`src/rtl/ca_pixel_writer.sv`:
```
// Cell-result to framebuffer writer: maps (x, y, alive) to an Avalon pixel write through a
// small show-ahead FIFO, and clears the whole frame to BG_COLOR after reset or on request.
module ca_pixel_writer #(
  parameter int unsigned      AVN_AW     = 19,
  parameter int unsigned      AVN_DW     = 16,
  parameter int unsigned      H_DISPLAY  = 640,
  parameter int unsigned      V_DISPLAY  = 480,
  parameter int unsigned      XW         = 10,
  parameter int unsigned      YW         = 9,
  parameter int unsigned      FIFO_DEPTH = 4,
  parameter logic [AVN_DW-1:0] FG_COLOR  = 16'hFFFF,
  parameter logic [AVN_DW-1:0] BG_COLOR  = 16'h0000
) (
  input  logic              sys_clk,
  input  logic              sys_rst,
  input  logic              clear_req,
  output logic              clear_busy,
  input  logic              cell_valid,
  output logic              cell_ready,
  input  logic [XW-1:0]     cell_x,
  input  logic [YW-1:0]     cell_y,
  input  logic              cell_alive,
  output logic              cell_oob,
  output logic [AVN_AW-1:0] avn_address,
  output logic [AVN_DW-1:0] avn_writedata,
  output logic              avn_write,
  input  logic              avn_waitrequest
);

  localparam int unsigned PtrW = $clog2(FIFO_DEPTH);
  localparam int unsigned CntW = PtrW + 1;
  localparam logic [AVN_AW-1:0] ClrLast = AVN_AW'(H_DISPLAY * V_DISPLAY - 1);

  typedef enum logic [1:0] {StClear, StRun, StDrain} state_e;

  state_e            state_q, state_d;
  logic [AVN_AW-1:0] clr_cnt_q, clr_cnt_d;
  logic [PtrW-1:0]   wptr_q, wptr_d, rptr_q, rptr_d;
  logic [CntW-1:0]   count_q, count_d;
  logic              oob_q, oob_d;
  logic [AVN_AW-1:0] mem_addr_q [FIFO_DEPTH];
  logic [AVN_AW-1:0] mem_addr_d [FIFO_DEPTH];
  logic [AVN_DW-1:0] mem_data_q [FIFO_DEPTH];
  logic [AVN_DW-1:0] mem_data_d [FIFO_DEPTH];

  logic              in_range, fifo_empty, fifo_full, ready_int, accept, push, pop;
  logic              clr_done_w, write_int;
  logic [AVN_AW-1:0] cell_addr;

  always_comb begin
    in_range   = (32'(cell_x) < H_DISPLAY) && (32'(cell_y) < V_DISPLAY);
    // Full-width multiply: the largest in-range address still fits AVN_AW bits.
    cell_addr  = AVN_AW'(cell_y) * AVN_AW'(H_DISPLAY) + AVN_AW'(cell_x);
    fifo_empty = (count_q == '0);
    fifo_full  = (count_q == CntW'(FIFO_DEPTH));
    ready_int  = (state_q == StRun) && !fifo_full;
    accept     = cell_valid && ready_int;
    push       = accept && in_range;
    pop        = (state_q != StClear) && !fifo_empty && !avn_waitrequest;
    clr_done_w = (state_q == StClear) && !avn_waitrequest;
    write_int  = (state_q == StClear) || !fifo_empty;
  end

  // Outputs are forced to their idle values while reset is held.
  always_comb begin
    cell_ready    = !sys_rst && ready_int;
    clear_busy    = sys_rst || (state_q != StRun);
    cell_oob      = !sys_rst && oob_q;
    avn_write     = !sys_rst && write_int;
    avn_address   = '0;
    avn_writedata = '0;
    if (!sys_rst) begin
      if (state_q == StClear) begin
        avn_address   = clr_cnt_q;
        avn_writedata = BG_COLOR;
      end else begin
        avn_address   = mem_addr_q[rptr_q];
        avn_writedata = mem_data_q[rptr_q];
      end
    end
  end

  always_comb begin
    state_d   = state_q;
    clr_cnt_d = clr_cnt_q;
    unique case (state_q)
      StClear: begin
        if (clr_done_w) begin
          if (clr_cnt_q == ClrLast) begin
            clr_cnt_d = '0;
            state_d   = StRun;
          end else begin
            clr_cnt_d = clr_cnt_q + 1'b1;
          end
        end
      end
      StRun:   if (clear_req) state_d = StDrain;
      StDrain: if (fifo_empty) state_d = StClear;
      default: state_d = StClear;
    endcase
  end

  always_comb begin
    wptr_d     = push ? wptr_q + 1'b1 : wptr_q;
    rptr_d     = pop ? rptr_q + 1'b1 : rptr_q;
    count_d    = count_q;
    if (push && !pop) begin
      count_d = count_q + 1'b1;
    end else if (!push && pop) begin
      count_d = count_q - 1'b1;
    end
    oob_d      = accept && !in_range;
    mem_addr_d = mem_addr_q;
    mem_data_d = mem_data_q;
    if (push) begin
      mem_addr_d[wptr_q] = cell_addr;
      mem_data_d[wptr_q] = cell_alive ? FG_COLOR : BG_COLOR;
    end
  end

  always_ff @(posedge sys_clk) begin
    if (sys_rst) begin
      state_q   <= StClear;
      clr_cnt_q <= '0;
      wptr_q    <= '0;
      rptr_q    <= '0;
      count_q   <= '0;
      oob_q     <= 1'b0;
    end else begin
      state_q   <= state_d;
      clr_cnt_q <= clr_cnt_d;
      wptr_q    <= wptr_d;
      rptr_q    <= rptr_d;
      count_q   <= count_d;
      oob_q     <= oob_d;
    end
  end

  // Storage needs no reset: entries are only read once the count says they are valid.
  always_ff @(posedge sys_clk) begin
    mem_addr_q <= mem_addr_d;
    mem_data_q <= mem_data_d;
  end

endmodule

```
`config.mk`:
```
export PLATFORM = sky130hd
export DESIGN_NAME = ca_pixel_writer
export DESIGN_NICKNAME = d
export VERILOG_FILES = /design/src/rtl/ca_pixel_writer.sv
export SDC_FILE = /design/constraint.sdc
export NUM_CORES = 1
export LEC_CHECK = 0
export ABC_AREA = 1
export CORE_MARGIN = 1
export CORE_UTILIZATION = 50
export DETAILED_ROUTE_END_ITERATION = 8
export PLACE_DENSITY = 0.72
export SLEW_MARGIN = 5
export SYNTH_ARGS = -nofsm -noshare
export SYNTH_HDL_FRONTEND = slang
export SYNTH_SLANG_ARGS = --single-unit
```
`constraint.sdc`:
```
create_clock -name sys_clk -period 4.8 [get_ports sys_clk]
set_clock_uncertainty 0.15 [all_clocks]
set_input_delay 0.96 -clock sys_clk [delete_from_list [all_inputs] [get_ports sys_clk]]
set_output_delay 0.96 -clock sys_clk [all_outputs]
set_load 0.005 [all_outputs]
```
; Yosys cells after proc, flatten, opt, wreduce, memory -nomap -nowiden
; Cells that the tools add are included.
[classes]
addsub = 6
multipliers = 1
order_cmp = 5
n_eq_ne = 9
mux = 25
bitwise_logic = 2
reduce_logical = 29
[ops]
columns = op, n
row1 = two-way mux 19 bit, 6
row2 = two-way mux 16 bit, 6
row3 = bitwise mux 76 bit, 1
row4 = bitwise mux 64 bit, 1
row5 = binary-select mux 19 bit (select 2 bit), 1
row6 = demux 19 bit (select 2 bit), 1
row7 = binary-select mux 16 bit (select 2 bit), 1
row8 = demux 16 bit (select 2 bit), 1
row9 = "adder 19 x 1 -> 19 bit, second input constant", 1
row10 = adder 19 x 10 -> 19 bit, 1
row11 = "== test 19 bit, second input constant", 1
row12 = logical AND 1 bit, 14
row13 = "multiplier 9 x 3 -> 12 bit, second input constant", 1
row14 = "< comparator 10 bit, second input constant", 1
row15 = "< comparator 9 bit, second input constant", 1
row16 = two-way mux 2 bit, 4
row17 = logical NOT 1 bit, 7
row18 = "greater-or-equal comparator 3 bit, second input constant", 2
row19 = two-way mux 3 bit, 2
row20 = "!= test 2 bit, second input constant", 3
row21 = NOT 2 -> 3 bit, 2
row22 = one-hot mux 2 bit (3 select lines), 1
row23 = "adder 2 x 1 -> 2 bit, second input constant", 2
row24 = "!= test 2 x 1 -> 1 bit, second input constant", 2
row25 = other kinds (12), 14
[totals]
register_bits = 169
in_bits = 25
out_inout_bits = 39

; Longest topological paths before layout
; Gate-level depths: netlist (run 1).
[logic_depth]
word_depth = 9
depth_mapped = 13

; Least setup slack after synthesis (run 1)
; OpenSTA, ideal clock, no wires.
[synth_path]
path_kind = input-to-output
from = input sys_rst
to = output avn_writedata[10]
t_arrival_ps = 2444
t_required_ps = 3690
slack_ps = 1246
cell_stages = 4
path_buffers = 1
path_cell_list = inv_1 > nand2_1 > a221oi_1 > buf_4
[synth_between]
elab_chain_cells = 1
[synth_rtl]
columns = item, line
row1 = from (decl), 15  ; input logic sys_rst,
row2 = two-way mux 16 bit, 72  ; if (!sys_rst) begin
row3 = to (decl), 25  ; output logic [AVN_DW-1:0] avn_writedata,
; No other way between the ends.

; Final worst setup path (run 1)
[layout_path]
from = input sys_rst
to = output avn_writedata[2]
; Same word-level chain as after synthesis.

==> summary.txt, run 1 <==
Outcome
  • Status: finished clean

Floorplanning
  • Die height: approximately 110 µm
  • Starting density of the core: a little over half
  • Die Area: approximately 12000 µm²
  • Chip width: 109 µm
  • Ports: 64
  • Core box area: ~11000 µm²
  • FP Rows: 38

Timing
  • Period utilisation layout: approximately four fifths
  • Slew HR: between 40% and 50%
  • Final Hold Violating Endpoints: 0
  • Setup TNS: 0 ps
  • Final Worst Setup Slack: just under 900 ps
  • Final setup fails: 0
  • Worst slew pin tran: about 800 ps
  • Fin crit period: 3910 ps
  • Max Transition Viols Final: 0
  • RSZ-0062 raised after global routing: no
  • Fmax: roughly 0.26 GHz

Power and ir drop
  • Leakage Power: approximately 0.0026 µW
  • Power Dens Cells: ~290 nW/µm²
  • Maximum vdd ir drop: 0.000219 V

Synth
  • Syn Area/Cell: 9.13 µm²
  • Post-synth ARST share: 0%
  • Synth area leaders: edfxtp_1 42%, dfxtp_1 10%, o21ai_0 5.9%, inv_1 5.5%, nand2_1 5.2%
  • Netlist Area Pre-Place: 5720 µm²
  • Syn_nets: 677
  • Share of the synthesized area in the top cell type: 42.0%
  • Mapped Cells: between 600 and 700
  • Yosys top cell by area: edfxtp_1
  • Post-synth cell types: 39
  • Register area share after synthesis: between 50% and 60%
  • Post-synth EDFFs: 80
  • Synthesis-stage register bit count: about 110
  • Top_reg_cell synth: edfxtp_1
  • Ys Warns: 0

Setup path
  • Cell mode on critical path: clkdlybuf4s50_1
  • Setup slack, reg-to-reg: 2180 ps
  • FF-to-FF End: count_q[2]
  • CP top delay family: buffers and inverters
  • CP peak stage delay: 590 ps
  • Critical path class: in -> out
  • Worst-path cell chain: clkdlybuf4s50_1, inv_1, nand2_1, a221oi_1, buf_4, clkdlybuf4s50_1
  • RR Startpoint: state_q[1]
  • Worst Setup End Kind: output pin
  • R2R cell count: 10
  • Critical path startpoint category: input pin
  • Worst EP arrival: about 2800 ps
  • Worst Path Max Fanout: 16
  • WP data required: between 3000 and 4000 ps
  • Slowest stage cell, crit path: clkdlybuf4s50_1
  • CP bufs+invs: 4

Hold path
  • Worst hold start: clr_cnt_q[14]
  • Hold Crit Class: reg -> reg
  • Hold-critical path endpoint: clr_cnt_q[14]
  • Worst hold stages: 2

Layout
  • Layout net count: approximately 730
  • Share of cells above drive strength 1: ~7%
  • # diodes: 0
  • Area growth syn-to-layout: 17.7%
  • Commonest non-fill, non-tap cells in the layout: 84 x inv_1, 80 x edfxtp_1, 79 x nand2_1
  • Post-layout util: a little over 60%
  • # fillers: just over 900
  • Most common cell after layout, fill and taps aside: inv_1
  • Finished layout cell area: roughly 6700 µm²

GRT
  • First-pass GRT wire length: around 20000 µm
  • Pin count of the biggest net entering global routing: 42
  • All-Layer GR Usage: 22.0%
  • Vias in the first global route: between 4k and 5k
  • Antenna violations before repair: 0
  • Total gr overflow: 0

Detailed routing
  • Drt pass-1 iters: 5
  • Detailed Route WL: about 12000 µm
  • Via count: 4389
  • Drt via density: 5.35
  • Routed len/inst: approximately 15 µm
  • DRC: 0
  • DRT iter0 DRCs: between 200 and 250
  • Antenna Nets Post-Route: 0

Clock network
  • Worst skew pair latency: about 350 ps
  • Clock sink count: 109
  • Max H-tree Level: 3
  • Hold buffers post-CTS: 0
  • Root Driver: clkbuf_16
  • Cts bufs inserted: 9
  • TritonCTS clock tree: built
  • Clk buf depth: 2
  • Clock slew at reported path FFs: roughly 70 ps
  • Post-CTS setup buffers: 0
  • Post-CTS Resized: 0

Placement
  • DP Wirelength: approximately 8800 µm
  • Input/output buffers: between 60 and 70
  • GPL Wtd Cong: 0.868
  • Post-DP Area: 6410 µm²
  • Dpl ws: ~900 ps

Job
  • Max-cap viol count: 0
## flip-flops by register name, indices dropped and copies added, names as in the netlist
signal and flops:
mem_addr_q 76, clr_cnt_q 19, mem_data_q 4, count_q 3
rptr_q 2, state_q 2, wptr_q 2, oob_q 1
## cells by family after synthesis
kind of cell,Yosys count,share of synthesized area (%)
buffers and inverters,121,9.08
AOI/OAI and AO/OA,134,12.4
xor gates and xnor gates,14,2.28
adders and majority gates,26,6.09
and+or+nand+nor,222,18.0
DFF,109,52.2
## how the worst max path moves through the flow
stage | endpoint | from | depth (start not counted) | slack, ps
CTS | avn_writedata[2] | sys_rst | 6 | 890
detailed placement | avn_writedata[2] | sys_rst | 6 | 900
global placement | avn_writedata[0] | sys_rst | 6 | 960
floorplan | avn_writedata[10] | sys_rst | 4 | 1250
global route | avn_writedata[6] | sys_rst | 6 | 760
finish | avn_writedata[2] | sys_rst | 6 | 890
## layer usage
layer | wire length, µm | up-vias | GRT usage, %
met4 | 275 | 0 | 8.01
met3 | 619 | 19 | 5.14
met5 | 0 | - | 0
li1 | - | 2199 | -
met1 | 5230 | 2058 | 26.6
met2 | 6000 | 113 | 38.1
## tightest hold or removal path: cells and delay by family (launching register included)
kind / cells / cell delay, ps
DFF: 1 / 320
AOI/OAI and AO/OA: 1 / 50
and+or+nand+nor: 1 / 70
## cell usage after synthesis (9+ instances only)
master,n
nor2_1,77
o21ai_0,67
nor3_1,9
clkbuf_1,16
edfxtp_1,80
nand3_1,29
dfxtp_1,29
o22ai_1,19
ha_1,23
nand2_1,79
a21oi_1,38
buf_4,15
inv_1,84
xor2_1,10
## where the power goes
part / internal (µW) / total (µW) / leakage [µW] / switching, µW
combinational: 68.9 / 176 / 0.00155 / 107
sequential: 1030 / 1030 / 0.000945 / 1.47
clock: 420 / 772 / 0.000155 / 352
total: 1520 / 1980 / 0.00265 / 460
## layout make-up
class	instances	area, µm²	area share [%]
Multi-Input combinational cell	396	2210	32.9
Tap cell	140	175	2.60
Clock buffer	10	229	3.40
Timing Repair Buffer	74	713	10.6
Sequential cell	109	2980	44.3
Inverter	86	323	4.80
Clock inverter	6	91.3	1.36
## per-stage QoR
step	power, µW	hold slack, ps	cells
after floorplan	1170	301	626
after global placement	1220	319	805
after detailed placement	1230	327	805
after CTS	2000	338	821
after global routing	2060	376	821
final	1980	333	821
No activity file was read; power rests on OpenSTA's default activity.
==> inputs of run 2 (changes only) <==
- clock period: 4.8 -> 3.89 ns (I/O delays scaled with it)
==> run 2 against run 1 <==
Against the previous run: hold slack got worse by 5.0 ps; sequential cell count did not move; sequential share of layout area rose by 0.083 points; critical path depth did not move; clock power rose by 16%; largest cell class unchanged; non-clock buffer count rose by 1; first-iteration DRC count rose by 17%; sequential power rose by 24%; die area did not move; combinational power rose by 23%; via count rose by 0.43%.
==> summary.txt, run 2 (synthesis gave the netlist of run 1 again) <==
Clock network
  • Root Driver: clkbuf_16
  • TritonCTS clock tree: built
  • Cts bufs inserted: 9
  • Worst skew pair latency: around 350 ps
  • Max H-tree Level: 3
  • Clock sink count: 109
  • Clock slew at reported path FFs: about 70 ps
  • Clk buf depth: 2
  • Hold buffers post-CTS: 0
  • Post-CTS setup buffers: 0
  • Post-CTS Resized: 0

Setup path
  • Worst Setup End Kind: output pin
  • Critical path startpoint category: input pin
  • Worst Path Max Fanout: 16
  • Critical path class: in -> out
  • R2R cell count: 10
  • Worst EP arrival: around 2400 ps
  • WP data required: between 2000 and 3000 ps

Detailed routing
  • Routed len/inst: between 10 and 15 µm
  • Antenna Nets Post-Route: 0
  • DRT iter0 DRCs: roughly 260
  • WL met2: about 6000 µm
  • Met3 WL: roughly 660 µm
  • Uppermost layer routed: met4
  • Post-route met1 wirelength: 5340 µm
  • Drt pass-1 iters: 5
  • DRC: 0
  • Detailed Route WL: approximately 12000 µm
  • Via count: between 4k and 5k
  • Drt via density: 5.36

Layout
  • Max reg flops: between 70 and 80
  • # diodes: 0
  • Most flops, register: mem_addr_q
  • Area occupied by multi-input gates: ~2200 µm²
  • Layout net count: ~730
  • Share of cells above drive strength 1: 7.33%
  • Reg area: just under 3000 µm²
  • Commonest non-fill, non-tap cells in the layout: 84 x inv_1, 80 x edfxtp_1, 79 x nand2_1
  • Regs by FF count: mem_addr_q x76, clr_cnt_q x19, mem_data_q x4
  • Area growth syn-to-layout: 17.5%
  • Most common cell after layout, fill and taps aside: inv_1
  • # fillers: about 950

Timing
  • Final setup fails: 0
  • Period utilisation layout: around 85%
  • Slew HR: between 40% and 50%
  • Fmax: 0.301 GHz
  • Fin crit period: 3320 ps
  • RSZ-0062 raised after global routing: no
  • Worst slew pin tran: about 830 ps
  • Setup TNS: 0 ps
  • Worst hold slack: ~330 ps
  • Max Transition Viols Final: 0
  • Final Hold Violating Endpoints: 0
  • Final Worst Setup Slack: about 570 ps

Floorplanning
  • Starting density of the core: a little over half
  • Chip width: ~110 µm
  • FP Rows: 38
  • Ports: 64
  • Die Area: ~12000 µm²
  • Die height: between 100 and 150 µm
  • Core box area: approximately 11000 µm²

Power and ir drop
  • Comb pwr share: between 9 and 10%
  • Sequential power share: between 50 and 60%
  • Power Dens Cells: 356 nW/µm²
  • P_sw: between 500 and 600 µW
  • P_int: between 1500 and 2000 µW
  • Clock power frac: between 30% and 40%
  • Sw Share: between 20% and 30%
  • Maximum vdd ir drop: roughly 0.00027 V
  • Leakage Power: 0.00264 µW

GRT
  • Vias in the first global route: 4123
  • All-Layer GR Usage: a little over a fifth
  • Total gr overflow: 0
  • Pin count of the biggest net entering global routing: 42
  • Antenna violations before repair: 0
  • First-pass GRT wire length: 19600 µm

Hold path
  • Hold Crit Class: reg -> reg
  • Worst hold stages: 2

Placement
  • GPL Wtd Cong: around 0.85
  • Input/output buffers: 63
  • Dpl ws: ~330 ps
  • DP Wirelength: between 8000 and 9000 µm

Outcome
  • Status: finished clean

Job
  • Max-cap viol count: 0
[run 2: cell count changes in the layout (fill, tap and decap cells not counted), sizes merged]
cell and change:
buf +1, clkinvlp +2, bufinv -1, clkbuf -1
[run 2: final timing paths]
path	start	slack, ps	to
setup / recovery	sys_rst	570	avn_writedata[2]
hold / removal	clr_cnt_q[14]	330	clr_cnt_q[14]
setup reg to reg	state_q[1]	1170	count_q[2]
hold reg to reg	clr_cnt_q[14]	330	clr_cnt_q[14]
[run 2: power by group through the flow]
stage | clock (µW) | combinational, µW | sequential, µW
6_report | 895 | 217 | 1280
5_1_grt | 957 | 247 | 1280
4_1_cts | 909 | 218 | 1280
3_3_place_gp | 0 | 210 | 1300
2_1_floorplan | 0 | 143 | 1300
3_5_place_dp | 0 | 217 | 1300
[run 2: per-layer routing]
metal,GRT usage [%],up-vias
met2,37.5,115
li1,-,2199
met4,7.05,0
met1,27.4,2083
met5,0,-
met3,4.96,11
[run 2: critical path, cell delays in order]
cell	delay (ps)
clkdlybuf4s50_1	430
inv_1	90
nand2_1	100
a221oi_1	230
buf_4	240
clkdlybuf4s50_1	530
[run 2: cell type report]
type | instances | area share (%)
Clock buffer | 9 | 3.35
Clock inverter | 7 | 1.12
Inverter | 86 | 4.81
Multi-Input combinational cell | 396 | 33.0
Sequential cell | 109 | 44.4
Tap cell | 140 | 2.61
Timing Repair Buffer | 75 | 10.7
[run 2: through the flow]
| stage | util, % | instances | total power [µW] | instance area, µm² |
|---|---|---|---|---|
| 5_1_grt | 61.1 | 822 | 2480 | 6720 |
| 2_1_floorplan | - | 626 | 1440 | 5720 |
| 4_1_cts | 61.1 | 822 | 2400 | 6720 |
| 3_5_place_dp | 58.4 | 806 | 1520 | 6410 |
| 6_report | 61.1 | 822 | 2390 | 6720 |
| 3_3_place_gp | 58.4 | 806 | 1510 | 6410 |
